$ cat src/rtl/seq_divider.sv
//------------------------------------------------------------------------------
// Module      : seq_divider
// Description : Multi-cycle restoring integer divider. One quotient bit is
//               resolved per cycle by shift/subtract; results are presented
//               with a one-cycle done strobe.
// Option      : `define DIV_SIGNED_EN for two's complement operands
//               (magnitude division plus sign fix-up on entry to DONE).
// Revision    : 1.0 - initial release
//------------------------------------------------------------------------------
`default_nettype none

module seq_divider #(
   parameter int WIDTH = 32
) (
   input  logic             clk,
   input  logic             rst,
   input  logic             start,
   input  logic [WIDTH-1:0] dividend,
   input  logic [WIDTH-1:0] divisor,
   output logic             busy,
   output logic             done,
   output logic [WIDTH-1:0] quotient,
   output logic [WIDTH-1:0] remainder,
   output logic             div_by_zero
);

   localparam int CW = $clog2(WIDTH) + 1;

   localparam logic [1:0] S_IDLE = 2'd0;
   localparam logic [1:0] S_RUN  = 2'd1;
   localparam logic [1:0] S_DONE = 2'd2;

   logic [1:0]       state;
   logic [CW-1:0]    cnt;
   // The restored remainder is always below the divisor, so its top bit is
   // zero between iterations; only the shifted form needs WIDTH+1 bits.
   logic [WIDTH-1:0] part_rem;
   logic [WIDTH-1:0] quo_sh;
   logic [WIDTH-1:0] dvs_mag;
   logic             dbz_flag;

   logic [WIDTH:0]   shifted;
   logic [WIDTH:0]   trial;
   logic [WIDTH-1:0] r_next;
   logic [WIDTH-1:0] q_next;
   logic [WIDTH-1:0] dvd_mag_in;
   logic [WIDTH-1:0] dvs_mag_in;
   logic [WIDTH-1:0] q_fix;
   logic [WIDTH-1:0] r_fix;
   logic             accept;
   logic             last;

`ifdef DIV_SIGNED_EN
   logic             neg_q;
   logic             neg_r;
`endif

   // One restoring step: shift {R,Q} left, trial-subtract, keep or restore.
   always_comb begin
      shifted = {part_rem, quo_sh[WIDTH-1]};
      trial   = shifted - {1'b0, dvs_mag};
      if (!trial[WIDTH]) begin
         r_next = trial[WIDTH-1:0];
         q_next = {quo_sh[WIDTH-2:0], 1'b1};
      end else begin
         r_next = shifted[WIDTH-1:0];
         q_next = {quo_sh[WIDTH-2:0], 1'b0};
      end
   end

   // Operand conditioning at capture and result fix-up on entry to DONE.
   always_comb begin
`ifdef DIV_SIGNED_EN
      dvd_mag_in = dividend[WIDTH-1] ? (~dividend + 1'b1) : dividend;
      dvs_mag_in = divisor[WIDTH-1]  ? (~divisor + 1'b1)  : divisor;
      q_fix      = neg_q ? (~q_next + 1'b1) : q_next;
      r_fix      = neg_r ? (~r_next + 1'b1) : r_next;
`else
      dvd_mag_in = dividend;
      dvs_mag_in = divisor;
      q_fix      = q_next;
      r_fix      = r_next;
`endif
   end

   assign accept      = start && ((state == S_IDLE) || (state == S_DONE));
   assign last        = (state == S_RUN) && (cnt == CW'(WIDTH - 1));
   assign busy        = (state == S_RUN);
   assign done        = (state == S_DONE);
   assign div_by_zero = dbz_flag;

   // Control FSM, iteration datapath and result registers.
   always_ff @(posedge clk or posedge rst) begin
      if (rst) begin
         state     <= S_IDLE;
         cnt       <= '0;
         part_rem  <= '0;
         quo_sh    <= '0;
         dvs_mag   <= '0;
         dbz_flag  <= 1'b0;
         quotient  <= '0;
         remainder <= '0;
`ifdef DIV_SIGNED_EN
         neg_q     <= 1'b0;
         neg_r     <= 1'b0;
`endif
      end else begin
         case (state)
            S_IDLE, S_DONE: begin
               if (accept) begin
                  cnt      <= '0;
                  part_rem <= '0;
                  quo_sh   <= dvd_mag_in;
                  dvs_mag  <= dvs_mag_in;
`ifdef DIV_SIGNED_EN
                  neg_q    <= dividend[WIDTH-1] ^ divisor[WIDTH-1];
                  neg_r    <= dividend[WIDTH-1];
`endif
                  if (divisor == '0) begin
                     // Zero divisor: skip the iterations entirely.
                     state     <= S_DONE;
                     dbz_flag  <= 1'b1;
                     quotient  <= '1;
                     remainder <= dividend;
                  end else begin
                     state    <= S_RUN;
                     dbz_flag <= 1'b0;
                  end
               end else begin
                  state    <= S_IDLE;
                  dbz_flag <= 1'b0;
               end
            end
            S_RUN: begin
               part_rem <= r_next;
               quo_sh   <= q_next;
               cnt      <= cnt + 1'b1;
               if (last) begin
                  state     <= S_DONE;
                  quotient  <= q_fix;
                  remainder <= r_fix;
               end
            end
            default: begin
               state    <= S_IDLE;
               dbz_flag <= 1'b0;
            end
         endcase
      end
   end

endmodule

`default_nettype wire

$ cat config.mk
export PLATFORM = sky130hd
export DESIGN_NAME = seq_divider
export DESIGN_NICKNAME = d
export VERILOG_FILES = /design/src/rtl/seq_divider.sv
export SDC_FILE = /design/constraint.sdc
export NUM_CORES = 1
export LEC_CHECK = 0
export ABC_CLOCK_PERIOD_IN_PS = 12000
export BUFFER_PORTS_ARGS = -buffer_cell sky130_fd_sc_hd__clkbuf_2
export CAP_MARGIN = 20
export CORE_UTILIZATION = 55
export CTS_BUF_LIST = sky130_fd_sc_hd__clkbuf_16
export DETAILED_ROUTE_END_ITERATION = 12
export GPL_TIMING_DRIVEN = 0
export PLACE_DENSITY_LB_ADDON = 0.05
export SYNTH_ARGS = -nofsm -noshare
export SYNTH_HDL_FRONTEND = slang
export SYNTH_SLANG_ARGS = --single-unit
$ cat constraint.sdc
create_clock -name clk -period 12 [get_ports clk]
set_input_delay 1.8 -clock clk [delete_from_list [all_inputs] [get_ports clk]]
set_output_delay 1.8 -clock clk [all_outputs]
set_load 0.005 [all_outputs]
==> summary.md <==
| Metric | Value |
|---|---|
| I/O Buffers | `133` |
| Hold violation count in the final report | `0` |
| Data arrival at the endpoint of the critical path | `2640 ps` |
| DRC marker count from the first detailed-route iteration | `about 560` |
| Final period utilization | `37.0%` |
| Clock H-tree levels | `4` |
| Main flop type after synthesis | `dfrtp_1` |
| Number of buffers inserted to repair setup after CTS | `0` |
| Share of async-settable or async-resettable flops after synthesis | `100%` |
| Clock tree from TritonCTS | `yes` |
| Via count of the first global-routing pass | `7,585` |
| HPWL after detailed placement | `19,000 um` |
| Maximum vdd ir drop | `0.000149 V` |
| Static Leak | `4.90 nW` |
| Overall die height | `roughly 130 um` |
| I/O pin count | `134` |
| Remaining Overflow, GRT | `0` |
| Ratio of cells with drive above 1 in the final layout | `14.9%` |
| Clock buffers created by TritonCTS | `17` |
| EDFF count, synth | `0` |
| Number of max-cap violations | `0` |
| Initial core utilization | `a little under three fifths` |
| Buffer type at the clock tree root | `clkbuf_16` |
| CTS-repair resized insts | `0` |
| Worst Clk Skew | `14.1 ps` |
| Number of max-slew violations in the final report | `0` |
| Netlist cell types | `55` |
| Highest-count cells in the layout ignoring fill and taps | `nand2_1, dfrtp_1, clkbuf_2` |
| Area of placed instances | `9960 um^2` |
| Slew Limit Headroom | `49.6%` |
| Area of the die | `16,900 um^2` |
| Setup slack at placement | `7320 ps` |
| CTS max path bufs | `2` |
| Horiz. Die Dim | `130 um` |
| Number of core rows | `46` |
| Cell count after synthesis | `about 1,100` |
| Post-synth net total | `1,165` |
| Via count | `between 8,000 and 9,000` |
| Timing-limited maximum frequency | `225 MHz` |
| First-pass GRT wire length | `39,800 um` |
| Core ar. | `15,900 um^2` |
| Critical path's top delay family | `buffers and inverters` |
| List of cells traversed by the critical path | `nand2b_1, inv_2, clkbuf_1, clkbuf_1, clkbuf_2` |
| Status | `complete, no violations` |
| Worst-Skew Late Latency | `440 ps` |
| GRT Util Overall | `31.2%` |
| Clock-pin slew reported for the worst setup and hold paths after clock tree synthesis | `roughly 70 ps` |
| Fin cells | `1,447` |
| Largest net degree at the start of global routing | `133` |
| Endpoint required time on the critical path | `slightly above 10,000 ps` |
| Count of final setup violators | `0` |
| Remaining DRCs | `0` |
| Share of the yosys chip area belonging to registers | `47.1%` |
| Total standard cell area after synthesis | `8990 um^2` |
| Detail Route Antenna Nets | `0` |
| Setup repair after global routing missed its margin | `no` |
| Number of antenna violations at the first check in global routing | `0` |
| Flip-flop and latch count after synthesis | `169` |
| Worst Path Max Fanout | `10` |
| Type of the worst min-delay path | `flop to flop` |
| Ant. Diodes | `0` |
| Top cell by count, worst path | `clkbuf_1` |
| Startpoint type of the worst setup path | `flop` |
| Hold-fix buffers at CTS | `0` |
| Total power divided by cell area | `319 nW/um^2` |
| Most frequent standard cell in the layout excluding fill and tap cells | `nand2_1` |
| Total wirelength of the detailed-routed design | `between 20,000 and 25,000 um` |
| Average wire per standard cell | `about 17 um` |
| Clock sinks | `169` |
| Worst setup EP type | `primary output` |
| Time the final worst path needs with I/O delays and setup | `roughly 4400 ps` |
| CP bufs+invs | `4` |
| Via density per instance | `between 5 and 6` |
| PnR worst setup slack | `between 7000 and 8000 ps` |
| Crit Path Class | `flop to primary output` |
| Iteration count of the initial detailed-routing pass | `5` |
| Aggregate negative setup slack | `0 ps` |
| Final-layout worst hold slack | `roughly 490 ps` |
| Final Net Count | `1,319` |
| Critical Path Slowest Stage Cell | `clkbuf_1` |
| Placed cell count | `roughly 1,400` |
| Transition time of the tightest slew-check pin | `750 ps` |
| Synth Warn # | `0` |
| Area growth from synthesis to layout | `17.6%` |
| Fin area | `10,600 um^2` |
| Highest cell delay on the worst timing path | `580 ps` |
| Final RePlAce weighted congestion | `between 0.8 and 0.9` |
| Synth Area per Inst | `8.45 um^2` |
-- cell families after synthesis --
kind of cell | after synthesis | synth area share (%)
flip-flops | 169 | 47.1
buffers and inverters | 99 | 4.48
adder cells (fa/ha/maj) | 34 | 4.82
AND/OR/NAND/NOR | 423 | 19.8
multiplexers | 24 | 2.83
XOR/XNOR | 26 | 2.53
AO/OA/AOI/OAI | 289 | 18.5
-- per-layer routing --
| metal | wire length [um] | share of wire [%] | up-vias | GRT usage, % |
|---|---|---|---|---|
| li1 | - | - | 3981 | - |
| met1 | 11300 | 45 | 3853 | 43.4 |
| met2 | 11400 | 46 | 311 | 48.7 |
| met3 | 1660 | 6.7 | 37 | 6.89 |
| met4 | 499 | 2.0 | 0 | 9.99 |
| met5 | 0 | 0 | - | 0 |
-- path summary, 6_finish.rpt --
kind	start	depth (start not counted)	slack [ps]	endpoint
worst min register to register	div_by_zero	1	490	div_by_zero
worst max register to register	quo_sh[31]	14	7970	remainder[12]
worst min-delay path	div_by_zero	1	490	div_by_zero
max in group asynchronous	rst	3	9720	dvs_mag[31]
worst max-delay path	state[1]	5	7560	busy
min in group asynchronous	rst	2	1310	quotient[28]
-- flip-flops by register name, summed over array words and instances, names as in the netlist --
register     flops
dvs_mag         32
part_rem        32
quo_sh          32
quotient        32
remainder       32
cnt              6
state            2
div_by_zero      1
-- Yosys cell counts (all sizes together), types with 5 or more instances --
cell type	count	share of area [%]
nor3	10	0.56
o21bai	6	0.50
nor2b	5	0.35
nand2	257	11
inv	40	1.7
o21ai	121	6.7
a21oi	80	4.5
ha	33	4.6
mux2i	13	1.4
dfrtp	169	47
clkbuf	53	2.2
a21o	7	0.58
a31oi	36	2.5
xor2	9	0.88
or3	10	0.70
nand4	8	0.56
xnor2	17	1.7
nor2	78	3.3
nor4	12	0.84
nand3	21	1.2
o31ai	5	0.47
and3	5	0.35
buf	5	0.56
mux2	11	1.4
nand2b	9	0.63
o211ai	11	0.92
-- through the flow --
| stage | utilization (%) | total power [mW] |
|---|---|---|
| floorplan | - | 2.26 |
| global placement | 62.2 | 2.75 |
| detailed placement | 62.5 | 2.79 |
| CTS | 66.3 | 3.36 |
| global route | 66.3 | 3.65 |
| finish | 66.3 | 3.37 |
-- final cells by class --
class	count	area [um^2]
inverter	41	161
timing repair buffer	135	698
fill	1390	5380
multi-input combinational	796	4360
buffer	58	249
tap	216	270
clock inverter	15	176
sequential	169	4230
clock buffer	17	425
-- power by group --
part           leakage, nW  switching [mW]  internal [mW]
registers             1.96           0.193          0.841
logic                 2.65            1.04          0.739
clock network        0.296           0.260          0.298
total                 4.90            1.49           1.88
No activity file was read; power rests on OpenSTA's default activity.
